--- src/rtl/mem_arbiter_if.sv ---
// Handshake bundle between the two requesters (fetch, load/store), the arbiter
// and the single-port memory. The arbiter uses the slave modport; the
// requester/memory side uses the master modport.
interface mem_arbiter_if #(
    parameter int unsigned ADDR_W = 4,
    parameter int unsigned DATA_W = 8
);
    // Instruction-fetch port
    logic              if_req;
    logic              if_we;
    logic [ADDR_W-1:0] if_addr;
    logic [DATA_W-1:0] if_wdata;
    logic              if_ack;
    logic [DATA_W-1:0] if_rdata;

    // Load/store port
    logic              dm_req;
    logic              dm_we;
    logic [ADDR_W-1:0] dm_addr;
    logic [DATA_W-1:0] dm_wdata;
    logic              dm_ack;
    logic [DATA_W-1:0] dm_rdata;

    // Memory command / response
    logic              mem_we;
    logic              mem_re;
    logic [ADDR_W-1:0] mem_addr;
    logic [DATA_W-1:0] mem_wdata;
    logic [DATA_W-1:0] mem_rdata;

    logic              busy;

    modport slave (
        input  if_req, if_we, if_addr, if_wdata,
        input  dm_req, dm_we, dm_addr, dm_wdata,
        input  mem_rdata,
        output if_ack, if_rdata, dm_ack, dm_rdata,
        output mem_we, mem_re, mem_addr, mem_wdata,
        output busy
    );

    modport master (
        output if_req, if_we, if_addr, if_wdata,
        output dm_req, dm_we, dm_addr, dm_wdata,
        output mem_rdata,
        input  if_ack, if_rdata, dm_ack, dm_rdata,
        input  mem_we, mem_re, mem_addr, mem_wdata,
        input  busy
    );
endinterface

--- src/rtl/mem_arbiter.sv ---
// Two-port round-robin arbiter and access sequencer for a single-port memory.
// Each granted request takes four cycles: IDLE -> ACCESS -> WAIT -> DONE.
// All outputs come straight from registers.
module mem_arbiter #(
    parameter int unsigned ADDR_W = 4,
    parameter int unsigned DATA_W = 8
) (
    input  logic          clk,
    input  logic          reset,
    mem_arbiter_if.slave  bus
);

    typedef enum logic [1:0] {StIdle, StAccess, StWait, StDone} state_e;

    localparam logic PortIf = 1'b0;
    localparam logic PortDm = 1'b1;

    state_e            state_q;
    logic              sel_q;
    logic              last_q;
    logic              op_we_q;   // remembers read/write after mem_we/mem_re drop
    logic              mem_we_q;
    logic              mem_re_q;
    logic [ADDR_W-1:0] mem_addr_q;
    logic [DATA_W-1:0] mem_wdata_q;
    logic              if_ack_q;
    logic              dm_ack_q;
    logic [DATA_W-1:0] if_rdata_q;
    logic [DATA_W-1:0] dm_rdata_q;
    logic              busy_q;

    logic              any_req;
    logic              grant_dm;
    logic              g_we;
    logic [ADDR_W-1:0] g_addr;
    logic [DATA_W-1:0] g_wdata;

    // Pick the winner: on contention the port that did not win last time.
    always_comb begin
        any_req  = bus.if_req | bus.dm_req;
        grant_dm = 1'b0;
        if (bus.if_req && bus.dm_req) begin
            grant_dm = (last_q == PortIf);
        end else begin
            grant_dm = bus.dm_req;
        end
        g_we    = grant_dm ? bus.dm_we    : bus.if_we;
        g_addr  = grant_dm ? bus.dm_addr  : bus.if_addr;
        g_wdata = grant_dm ? bus.dm_wdata : bus.if_wdata;
    end

    // Sequencer FSM with all outputs registered.
    always_ff @(posedge clk or posedge reset) begin
        if (reset) begin
            state_q     <= StIdle;
            sel_q       <= PortIf;
            last_q      <= PortDm;
            op_we_q     <= 1'b0;
            mem_we_q    <= 1'b0;
            mem_re_q    <= 1'b0;
            mem_addr_q  <= '0;
            mem_wdata_q <= '0;
            if_ack_q    <= 1'b0;
            dm_ack_q    <= 1'b0;
            if_rdata_q  <= '0;
            dm_rdata_q  <= '0;
            busy_q      <= 1'b0;
        end else begin
            unique case (state_q)
                StIdle: begin
                    if (any_req) begin
                        state_q     <= StAccess;
                        busy_q      <= 1'b1;
                        sel_q       <= grant_dm;
                        last_q      <= grant_dm;
                        op_we_q     <= g_we;
                        mem_we_q    <= g_we;
                        mem_re_q    <= ~g_we;
                        mem_addr_q  <= g_addr;
                        mem_wdata_q <= g_wdata;
                    end
                end
                StAccess: begin
                    // Memory executes the command on this edge.
                    mem_we_q <= 1'b0;
                    mem_re_q <= 1'b0;
                    state_q  <= StWait;
                end
                StWait: begin
                    if (sel_q == PortDm) begin
                        dm_ack_q <= 1'b1;
                        if (!op_we_q) dm_rdata_q <= bus.mem_rdata;
                    end else begin
                        if_ack_q <= 1'b1;
                        if (!op_we_q) if_rdata_q <= bus.mem_rdata;
                    end
                    state_q <= StDone;
                end
                StDone: begin
                    if_ack_q <= 1'b0;
                    dm_ack_q <= 1'b0;
                    busy_q   <= 1'b0;
                    state_q  <= StIdle;
                end
                default: state_q <= StIdle;
            endcase
        end
    end

    assign bus.mem_we    = mem_we_q;
    assign bus.mem_re    = mem_re_q;
    assign bus.mem_addr  = mem_addr_q;
    assign bus.mem_wdata = mem_wdata_q;
    assign bus.if_ack    = if_ack_q;
    assign bus.dm_ack    = dm_ack_q;
    assign bus.if_rdata  = if_rdata_q;
    assign bus.dm_rdata  = dm_rdata_q;
    assign bus.busy      = busy_q;

endmodule

--- src/flat_wrapper.sv ---
// flat-port wrapper written by rule: the top's interface ports become plain ports
module mem_arbiter_flat 
#(
    parameter int unsigned ADDR_W = 4,
    parameter int unsigned DATA_W = 8
)
  (clk, reset, bus_if_req, bus_if_we, bus_if_addr, bus_if_wdata, bus_dm_req, bus_dm_we, bus_dm_addr, bus_dm_wdata, bus_mem_rdata, bus_if_ack, bus_if_rdata, bus_dm_ack, bus_dm_rdata, bus_mem_we, bus_mem_re, bus_mem_addr, bus_mem_wdata, bus_busy);
  mem_arbiter_if #(.ADDR_W(ADDR_W), .DATA_W(DATA_W)) bus_i ();
  input  logic clk;
  input  logic reset;
  input wire logic [$bits(bus_i.if_req)-1:0] bus_if_req;
  input wire logic [$bits(bus_i.if_we)-1:0] bus_if_we;
  input wire logic [$bits(bus_i.if_addr)-1:0] bus_if_addr;
  input wire logic [$bits(bus_i.if_wdata)-1:0] bus_if_wdata;
  input wire logic [$bits(bus_i.dm_req)-1:0] bus_dm_req;
  input wire logic [$bits(bus_i.dm_we)-1:0] bus_dm_we;
  input wire logic [$bits(bus_i.dm_addr)-1:0] bus_dm_addr;
  input wire logic [$bits(bus_i.dm_wdata)-1:0] bus_dm_wdata;
  input wire logic [$bits(bus_i.mem_rdata)-1:0] bus_mem_rdata;
  output wire logic [$bits(bus_i.if_ack)-1:0] bus_if_ack;
  output wire logic [$bits(bus_i.if_rdata)-1:0] bus_if_rdata;
  output wire logic [$bits(bus_i.dm_ack)-1:0] bus_dm_ack;
  output wire logic [$bits(bus_i.dm_rdata)-1:0] bus_dm_rdata;
  output wire logic [$bits(bus_i.mem_we)-1:0] bus_mem_we;
  output wire logic [$bits(bus_i.mem_re)-1:0] bus_mem_re;
  output wire logic [$bits(bus_i.mem_addr)-1:0] bus_mem_addr;
  output wire logic [$bits(bus_i.mem_wdata)-1:0] bus_mem_wdata;
  output wire logic [$bits(bus_i.busy)-1:0] bus_busy;
  assign bus_i.if_req = bus_if_req;
  assign bus_i.if_we = bus_if_we;
  assign bus_i.if_addr = bus_if_addr;
  assign bus_i.if_wdata = bus_if_wdata;
  assign bus_i.dm_req = bus_dm_req;
  assign bus_i.dm_we = bus_dm_we;
  assign bus_i.dm_addr = bus_dm_addr;
  assign bus_i.dm_wdata = bus_dm_wdata;
  assign bus_i.mem_rdata = bus_mem_rdata;
  assign bus_if_ack = bus_i.if_ack;
  assign bus_if_rdata = bus_i.if_rdata;
  assign bus_dm_ack = bus_i.dm_ack;
  assign bus_dm_rdata = bus_i.dm_rdata;
  assign bus_mem_we = bus_i.mem_we;
  assign bus_mem_re = bus_i.mem_re;
  assign bus_mem_addr = bus_i.mem_addr;
  assign bus_mem_wdata = bus_i.mem_wdata;
  assign bus_busy = bus_i.busy;
  mem_arbiter #(.ADDR_W(ADDR_W), .DATA_W(DATA_W)) u_core (.clk(clk), .reset(reset), .bus(bus_i));
endmodule
--- config.mk ---
export PLATFORM = sky130hd
export DESIGN_NAME = mem_arbiter_flat
export DESIGN_NICKNAME = d
export VERILOG_FILES = /design/src/rtl/mem_arbiter_if.sv /design/src/rtl/mem_arbiter.sv /design/src/flat_wrapper.sv
export SDC_FILE = /design/constraint.sdc
export NUM_CORES = 1
export LEC_CHECK = 0
export ABC_AREA = 1
export CAP_MARGIN = 20
export CELL_PAD_IN_SITES_DETAIL_PLACEMENT = 1
export CELL_PAD_IN_SITES_GLOBAL_PLACEMENT = 1
export CORE_MARGIN = 4
export CORE_UTILIZATION = 30
export CTS_CLUSTER_SIZE = 12
export DETAILED_ROUTE_END_ITERATION = 8
export GPL_TIMING_DRIVEN = 0
export PLACE_DENSITY = 0.86
export SYNTH_ARGS = -nofsm -noshare
export SYNTH_HDL_FRONTEND = slang
export SYNTH_SLANG_ARGS = --single-unit
export TNS_END_PERCENT = 100
--- constraint.sdc ---
create_clock -name clk -period 1.6 [get_ports clk]
set_clock_uncertainty 0.05 [all_clocks]
set_input_delay 0.32 -clock clk [delete_from_list [all_inputs] [get_ports clk]]
set_output_delay 0.32 -clock clk [all_outputs]
set_load 0.01 [all_outputs]
==> results of run 1 <==
[cell usage after synthesis (all sizes together)]
cell    number  area (µm²)
buf          6       53.79
ha           5       62.56
nor2         3       13.77
o22ai        2       12.51
o211ai       2       15.01
dfrtp       37       925.9
dfstp        1       26.28
o21ai       22       121.4
inv         21       78.83
nand3        3       15.01
nand2      106       407.9
[layout by cell type, fill, tap and decap left out, types with 3 or more instances in the layout]
cell type,Yosys,final
nand3_1,3,3
nand2_1,102,102
o21ai_0,18,16
ha_1,5,3
o21ai_1,3,5
inv_2,2,5
inv_1,19,16
dfrtp_1,37,37
clkdlybuf4s50_1,0,49
buf_6,3,3
dlymetal6s2s_1,0,21
clkbuf_8,0,5
buf_4,2,4
[area by class of cell]
type	instances	area, µm²	share of cell area
timing repair buffer	71	760.7	0.2792
clock inverter	3	40.04	0.01469
multi-input combinational	143	678.2	0.2489
inverter	21	78.83	0.02893
sequential	38	952.2	0.3494
clock buffer	5	68.82	0.02525
buffer	6	56.30	0.02066
tap	72	90.09	0.03306
[what timing repair did]
item	4_1_cts	5_1_grt
hold endpoints to repair	0	0
endpoints found under the setup margin	6	48
buffers inserted	0	1
resized for setup	2	31
[routing by layer]
layer / up-vias / GRT usage / share of wire
li1: 789 / - / -
met1: 757 / 0.1817 / 0.41
met2: 42 / 0.2639 / 0.52
met3: 7 / 0.03949 / 0.058
met4: 0 / 0.04386 / 0.015
met5: - / 0 / 0
[cell families after synthesis]
| logic type | count (synthesis) | share of synthesized area |
|---|---|---|
| fa+ha+maj | 5 | 0.03610 |
| flops | 38 | 0.5495 |
| simple gates | 112 | 0.2520 |
| buf+inv | 27 | 0.07653 |
| compound gates | 26 | 0.08592 |
[per-stage QoR]
stage          TNS [ps]  hold WS (ps)    util  std cells  total power, µW
2_1_floorplan         0         403.0       -        208             2821
3_5_place_dp      -1837         415.2  0.4555        350             4053
3_3_place_gp     -21120         411.3  0.4555        350             3933
4_1_cts               0         431.6  0.4752        358             4891
6_report              0         429.0  0.4919        359             4841
5_1_grt          -38.88         459.8  0.4919        359             5261
[sequential cells by signal (all words and copies together) (netlist names)]
| register | count |
|---|---|
| u_core.bus.mem_re | 1 |
| u_core.op_we_q | 1 |
| u_core.bus.dm_ack | 1 |
| u_core.bus.busy | 1 |
| u_core.sel_q | 1 |
| u_core.bus.if_ack | 1 |
| u_core.bus.mem_wdata | 8 |
| u_core.bus.mem_addr | 4 |
| u_core.bus.dm_rdata | 8 |
| u_core.bus.if_rdata | 8 |
| u_core.bus.mem_we | 1 |
| u_core.last_q | 1 |
| u_core.state_q | 2 |
[worst paths after layout]
kind / start / end / slack (ps) / depth (start not counted)
worst min-delay path: u_core.bus.mem_addr[2] / u_core.bus.mem_addr[2] / 430 / 2
worst min register to register: u_core.bus.mem_addr[2] / u_core.bus.mem_addr[2] / 430 / 2
worst max register to register: u_core.state_q[0] / u_core.bus.if_rdata[7] / 90 / 7
min in group asynchronous: reset / u_core.bus.dm_rdata[4] / 450 / 2
max in group asynchronous: reset / u_core.bus.if_ack / 550 / 2
worst max-delay path: u_core.bus.if_rdata[6] / bus_if_rdata[6] / 40 / 1
[power by group through the flow]
stage	Combinational [µW]	Clock [µW]	Sequential, µW
3_3_place_gp	2230	0	1710
6_report	2330	800	1710
2_1_floorplan	948	0	1870
3_5_place_dp	2330	0	1730
5_1_grt	2610	867	1780
4_1_cts	2340	828	1720
==> summary.json, run 1 <==
{
  "clock_tree": {
    "cts-buffers-inserted": 5,
    "cts_tree": "yes",
    "insertion_delay_ps": 290,
    "ctsHtreeMaxLevel": 2,
    "ctsHoldBuffers": 0,
    "cts.root.buffer_cell": "clkbuf_8",
    "clock_path_buffers": 2,
    "clock_sinks": 38,
    "cts.reportedPaths.clkPinSlew_ps": 80
  },
  "pwr": {
    "total_leakage_power_uw": 0.001588,
    "internal_power_component_uw": 3050,
    "power.share.sequential": 0.353,
    "clkPwrFrac": 0.165,
    "swShare": 0.3701,
    "irDropWorstVdd_mv": 0.8466,
    "power_density_nw_per_um2": 1777,
    "switching_power_uw": 1792,
    "p_comb_frac": 0.482
  },
  "final_layout": {
    "fill_cells": 663,
    "finish.net_count": 329,
    "synthToLayoutAreaGrowth_pct": 57.26,
    "share_of_cells_above_drive_strength_1": 0.1010,
    "antenna_cells": 0,
    "final_cell_area_um2": 2725
  },
  "routing": {
    "dr.pass1.iters": 4,
    "detail_route.iter0.violations": 47,
    "drc": 0,
    "avgViaCountPerCell": 4.443,
    "post_drt_wl_per_cell_um": 14.00,
    "routed_wl_um": 5026,
    "ant_nets": 0,
    "total_vias_in_the_final_route": 1595
  },
  "placed_design": {
    "dpl.hpwl_um": 3756,
    "preCtsSetupSlack_ps": -158.3,
    "place_area_um2": 2524,
    "numPortBuffers": 70,
    "gp_congestion": 0.6801
  },
  "setup_path": {
    "timing.critical_path.fanout_max": 2,
    "cp.buffers_inverters": 1,
    "critical_path.top_delay_family": "buffers and inverters",
    "crit_path_cell_trace": "clkdlybuf4s50_1",
    "startpoint_class_of_the_critical_path": "register",
    "required_ps": 1230,
    "crit_slowest_cell": "clkdlybuf4s50_1",
    "setup.worst_path.end_class": "output port",
    "critical_path_arrival_ps": 1190,
    "slowest_delay_ps": 540,
    "worst-setup-path-type": "register to output port"
  },
  "timing": {
    "period_share": 0.9753,
    "slew_at_the_pin_closest_to_its_max_slew_limit_ps": 790.6,
    "max_freq_mhz": 640.8,
    "timing.slew.headroom": 0.4722,
    "fin_ws_ps": 39.48,
    "final-hold-violation-count": 0,
    "setup_viol": 0,
    "slew_viol_final": 0,
    "layout_min_cycle_time_ps": 1561
  },
  "run": {
    "max-cap-violations": 0
  },
  "global_routing": {
    "number_of_global_route_vias_before_repair": 1771,
    "grt_start_max_net_pins": 39,
    "total_gr_overflow": 0,
    "groute.usage.overall": 0.1510,
    "grt_first_pass_wirelength_um": 8500,
    "antenna_found_initial": 0
  },
  "die": {
    "dieArea_um2": 7056,
    "ios": 71,
    "dieHeight_um": 84,
    "core_area_um2": 5540,
    "floorplan.initialDensity": 0.3128,
    "site_row_count": 27,
    "fp.dieW_um": 84
  },
  "hold_path": {
    "hold_path_class": "register to register"
  },
  "synth": {
    "synth.yosys.seq_area_share": 0.5495,
    "synth_area_um2": 1733,
    "synthesis.area_per_instance_um2": 8.331,
    "yosysWarningCount": 0,
    "synthCells": 208,
    "synthesized_net_count": 251,
    "netlist-cell-type-count": 18,
    "postSynthRegisterBits": 38
  },
  "status": {
    "status": "completed"
  }
}
Power figures use the tool's default switching activity.
==> run 2: changes to the inputs <==
GPL_TIMING_DRIVEN = not set   (was 0)
PLACE_DENSITY = not set   (was 0.86)
PLACE_DENSITY_LB_ADDON = 0.1   (was not set)
TNS_END_PERCENT = 50   (was 100)
==> run 2 against run 1 <==
Via count decreased by 1.9%. Highest routed layer unchanged. Utilization decreased by 0.75 points. Die area unchanged. Total power decreased by 6.2%. Maximum frequency about the same. Register-to-register slack improved by 50 ps. Clock power decreased by 19%. Final cell count decreased by 0.84%. Critical path depth unchanged. Sequential cell count unchanged. Clock-buffer cell count unchanged.
==> summary.json, run 2 (same netlist as run 1, synthesis figures left out) <==
{
  "clock_tree": {
    "cts.repair_timing.setup_buffer_count": 0,
    "postCtsResizedCells": 0,
    "clock_sinks": 38,
    "cts-buffers-inserted": 5,
    "cts_tree": "yes",
    "ctsHoldBuffers": 0,
    "cts.reportedPaths.clkPinSlew_ps": 80,
    "clock_path_buffers": 2,
    "ctsHtreeMaxLevel": 2,
    "insertion_delay_ps": 290,
    "cts.root.buffer_cell": "clkbuf_8"
  },
  "pwr": {
    "clkPwrFrac": 0.142,
    "total_leakage_power_uw": 0.001598,
    "irDropWorstVdd_mv": 0.7252,
    "power_density_nw_per_um2": 1693,
    "switching_power_uw": 1718,
    "power.share.sequential": 0.374,
    "internal_power_component_uw": 2825,
    "swShare": 0.3781,
    "p_comb_frac": 0.484
  },
  "global_routing": {
    "total_gr_overflow": 0,
    "number_of_global_route_vias_before_repair": 1731,
    "antenna_found_initial": 0,
    "groute.usage.overall": 0.1411,
    "grt_first_pass_wirelength_um": 8017,
    "grt_start_max_net_pins": 39
  },
  "routing": {
    "total_vias_in_the_final_route": 1564,
    "ant_nets": 0,
    "avgViaCountPerCell": 4.393,
    "dr.pass1.iters": 4,
    "routed_wl_um": 4651,
    "drc": 0,
    "detail_route.iter0.violations": 57,
    "post_drt_wl_per_cell_um": 13.06
  },
  "final_layout": {
    "synthToLayoutAreaGrowth_pct": 54.87,
    "fill_cells": 656,
    "antenna_cells": 0,
    "commonest_non_fill_non_tap_cell_in_the_layout": "nand2_1",
    "share_of_cells_above_drive_strength_1": 0.08099,
    "finish.net_count": 327,
    "final_cell_mix": "nand2_1 (102), clkdlybuf4s50_1 (47), dfrtp_1 (37)",
    "final_cell_area_um2": 2684
  },
  "run": {
    "max-cap-violations": 0
  },
  "hold_path": {
    "hold_path_class": "input port to asynchronous set/reset pin"
  },
  "setup_path": {
    "required_ps": 1230,
    "critical_path_arrival_ps": 1190,
    "startpoint_class_of_the_critical_path": "register",
    "cp.buffers_inverters": 1,
    "worst-setup-path-type": "register to output port",
    "crit_path_cell_trace": "clkdlybuf4s50_1",
    "worst_r2r_path_depth": 6,
    "critical_path.top_delay_family": "buffers and inverters",
    "crit_slowest_cell": "clkdlybuf4s50_1",
    "setup.worst_path.end_class": "output port",
    "slowest_delay_ps": 540,
    "timing.critical_path.fanout_max": 2,
    "critical_path_depth": 1
  },
  "placed_design": {
    "place_area_um2": 2532,
    "gp_congestion": 0.7242,
    "numPortBuffers": 70,
    "preCtsSetupSlack_ps": -60.09,
    "dpl.hpwl_um": 3475
  },
  "timing": {
    "slew_viol_final": 0,
    "fin_ws_ps": 39.14,
    "period_share": 0.9755,
    "slew_at_the_pin_closest_to_its_max_slew_limit_ps": 229.8,
    "layout_min_cycle_time_ps": 1561,
    "timing.slew.headroom": 0.8464,
    "final-hold-violation-count": 0,
    "max_freq_mhz": 640.7,
    "setup_viol": 0
  },
  "die": {
    "site_row_count": 27,
    "fp.dieW_um": 84,
    "dieArea_um2": 7056,
    "floorplan.initialDensity": 0.3128,
    "dieHeight_um": 84,
    "ios": 71,
    "core_area_um2": 5540
  },
  "status": {
    "status": "completed"
  }
}
-- run 2: through the flow --
stage	instances	total power [µW]	hold slack, ps	setup TNS, ps	util
4_1_cts	356	4676	338.1	0	0.4713
5_1_grt	356	4983	371.8	-5.384	0.4844
3_3_place_gp	349	3962	413.6	-47.58	0.4571
6_report	356	4543	326.6	0	0.4844
3_5_place_dp	349	4013	420.3	-477.3	0.4571
2_1_floorplan	208	2821	403.0	0	-
-- run 2: power groups by stage --
stage / Combinational (µW) / Clock, µW / Sequential, µW
6_report: 2200 / 644 / 1700
5_1_grt: 2500 / 710 / 1780
4_1_cts: 2290 / 662 / 1720
3_5_place_dp: 2290 / 0 / 1720
3_3_place_gp: 2240 / 0 / 1730
2_1_floorplan: 948 / 0 / 1870
-- run 2: area by class of cell --
type / count / area (µm²) / area share
Multi-Input combinational cell: 143 / 660.6 / 0.2462
Tap cell: 72 / 90.09 / 0.03357
Clock inverter: 2 / 10.01 / 0.003730
Inverter: 21 / 81.33 / 0.03030
Sequential cell: 38 / 952.2 / 0.3548
Clock buffer: 5 / 68.82 / 0.02564
Timing Repair Buffer: 75 / 820.8 / 0.3058
-- run 2: path summary, 6_finish.rpt --
kind / from / end / slack (ps)
worst max-delay path: u_core.bus.mem_re / bus_mem_re / 40
worst min register to register: u_core.bus.mem_wdata[3] / u_core.bus.mem_wdata[3] / 430
worst min-delay path: reset / u_core.bus.mem_wdata[1] / 330
max in group asynchronous: reset / u_core.last_q / 920
worst max register to register: u_core.state_q[1] / u_core.bus.mem_re / 140
min in group clk: u_core.bus.mem_wdata[3] / u_core.bus.mem_wdata[3] / 430
-- run 2: routing by layer --
layer | track usage | vias up | routed length (µm)
met5 | 0 | - | 0
met4 | 0.04678 | 0 | 48
met3 | 0.03554 | 5 | 220
met2 | 0.2372 | 35 | 2289
met1 | 0.1762 | 737 | 2093
li1 | - | 787 | -
==> run 3: changes to the inputs <==
CAP_MARGIN = not set   (was 20)
CORE_UTILIZATION = 28   (was 30)
==> run 3 against run 2 <==
Setup slack improved by 11 ps. Sequential share of layout area down 1.1 points. Critical path type unchanged. Hold slack lost 46 ps. Critical path depth stayed put. Design area increased by 3.1%.
==> summary.json, run 3 (same netlist as run 1, synthesis figures left out) <==
{
  "status": {
    "status": "completed"
  },
  "global_routing": {
    "groute.usage.overall": 0.1369,
    "grt_first_pass_wirelength_um": 8148,
    "total_gr_overflow": 0,
    "number_of_global_route_vias_before_repair": 1687,
    "grt_start_max_net_pins": 17,
    "antenna_found_initial": 0
  },
  "timing": {
    "slew_at_the_pin_closest_to_its_max_slew_limit_ps": 456.5,
    "timing.slew.headroom": 0.6953,
    "layout_min_cycle_time_ps": 1550,
    "slew_viol_final": 0,
    "period_share": 0.9688,
    "max_freq_mhz": 645.1,
    "rsz0062_at_grt": "false",
    "holdWs_ps": 280.6,
    "final-hold-violation-count": 0,
    "setup_viol": 0
  },
  "die": {
    "fp.dieW_um": 86.67,
    "dieHeight_um": 86.67,
    "core_area_um2": 5956,
    "floorplan.initialDensity": 0.2910,
    "ios": 71,
    "dieArea_um2": 7512,
    "site_row_count": 28
  },
  "pwr": {
    "power.share.sequential": 0.361,
    "swShare": 0.3649,
    "total_leakage_power_uw": 0.001672,
    "power_density_nw_per_um2": 1688,
    "power.total_uw": 4671,
    "switching_power_uw": 1704,
    "clkPwrFrac": 0.173,
    "p_comb_frac": 0.466,
    "irDropWorstVdd_mv": 0.7549,
    "internal_power_component_uw": 2966
  },
  "setup_path": {
    "required_ps": 1230,
    "cp.buffers_inverters": 1,
    "rrSetupSlack_ps": 110,
    "slowest_delay_ps": 540,
    "worst-setup-path-type": "register to output port",
    "setup.worst_path.end_class": "output port",
    "critical_path.top_delay_family": "buffers and inverters",
    "crit_slowest_cell": "clkdlybuf4s50_1",
    "crit_path_cell_trace": "clkdlybuf4s50_1",
    "timing.critical_path.fanout_max": 2,
    "critical_path_arrival_ps": 1180,
    "startpoint_class_of_the_critical_path": "register",
    "reg2reg_to": "u_core.bus.mem_re",
    "rr_startpoint": "u_core.state_q[1]",
    "worst_setup_path_startpoint": "u_core.bus.mem_wdata[4]",
    "worst_r2r_path_depth": 7
  },
  "clock_tree": {
    "ctsHtreeMaxLevel": 2,
    "insertion_delay_ps": 280,
    "cts_tree": "yes",
    "cts.root.buffer_cell": "clkbuf_8",
    "cts.repair_timing.setup_buffer_count": 0,
    "clock_path_buffers": 2,
    "cts-buffers-inserted": 5,
    "clock_sinks": 38,
    "cts.reportedPaths.clkPinSlew_ps": 80
  },
  "placed_design": {
    "place_area_um2": 2579,
    "gp_congestion": 0.6986,
    "numPortBuffers": 70,
    "post-place-cells": 356,
    "dpl.hpwl_um": 3626
  },
  "final_layout": {
    "layout.cells.non_filler": 364,
    "share_of_cells_above_drive_strength_1": 0.08997,
    "finish.net_count": 331,
    "final_cell_mix": "nand2_1 (102), clkdlybuf4s50_1 (42), dfrtp_1 (37)",
    "commonest_non_fill_non_tap_cell_in_the_layout": "nand2_1",
    "antenna_cells": 0,
    "postLayoutCoreUtil": 0.4645,
    "final_cell_area_um2": 2766,
    "synthToLayoutAreaGrowth_pct": 59.64
  },
  "routing": {
    "avgViaCountPerCell": 4.324,
    "ant_nets": 0,
    "dr.pass1.iters": 3,
    "post_drt_wl_per_cell_um": 12.85,
    "detail_route.iter0.violations": 20,
    "total_vias_in_the_final_route": 1574,
    "routed_wl_um": 4677,
    "drc": 0
  },
  "run": {
    "max-cap-violations": 0
  },
  "hold_path": {
    "hold_path_class": "input port to asynchronous set/reset pin"
  }
}
==> run 3: changes by cell type in the layout (fill, tap and decap cells not counted), sizes merged <==
cell           change
buf                +4
dlymetal6s2s       +4
dlygate4sd2        +1
bufinv             +1
clkdlybuf4s50      -5
clkinv             -2
clkinvlp           +2
==> run 3: final cells by class <==
class,count,area (µm²)
fill,716,3189
sequential,38,952.2
timing repair buffer,79,872.1
multi-input combinational,143,653.1
tap,75,93.84
inverter,21,81.33
clock buffer,5,68.82
clock inverter,3,45.04
==> run 3: worst max path at each step <==
stage / end / cells after the start
after floorplan: u_core.bus.if_rdata[1] / 8
after detailed placement: u_core.bus.mem_addr[1] / 8
after global routing: bus_dm_ack / 1
after CTS: bus_if_rdata[0] / 1
after global placement: u_core.bus.busy / 5
final: bus_mem_wdata[4] / 1
==> run 3: repair_timing <==
item,in CTS,in global routing
resized for setup,1,30
gates cloned,0,0
hold buffers,0,0
setup endpoints to repair,1,48
==> run 3: per-layer routing <==
layer  global-route usage  part of all wire  vias up  wire length, µm
met2               0.2218              0.50       31             2316
li1                     -                 -      793                -
met3              0.04278             0.050        2              235
met1               0.1780              0.45      748             2101
met5                    0                 0        -                0
met4              0.03399            0.0051        0               24
==> run 3: power by group through the flow <==
stage | clock (µW) | sequential, µW | combinational, µW
after floorplan | 0 | 1870 | 948
after global placement | 0 | 1720 | 2250
after detailed placement | 0 | 1720 | 2310
after CTS | 844 | 1710 | 2310
after global routing | 909 | 1760 | 2460
final | 809 | 1680 | 2180
==> run 3: through the flow <==
| step | TNS (ps) | setup WS (ps) |
|---|---|---|
| 3_3_place_gp | -57.18 | -19.59 |
| 2_1_floorplan | 0 | 252.4 |
| 6_report | 0 | 49.91 |
| 3_5_place_dp | -634.6 | -62.63 |
| 5_1_grt | 0 | 5.374 |
| 4_1_cts | 0 | 7.011 |
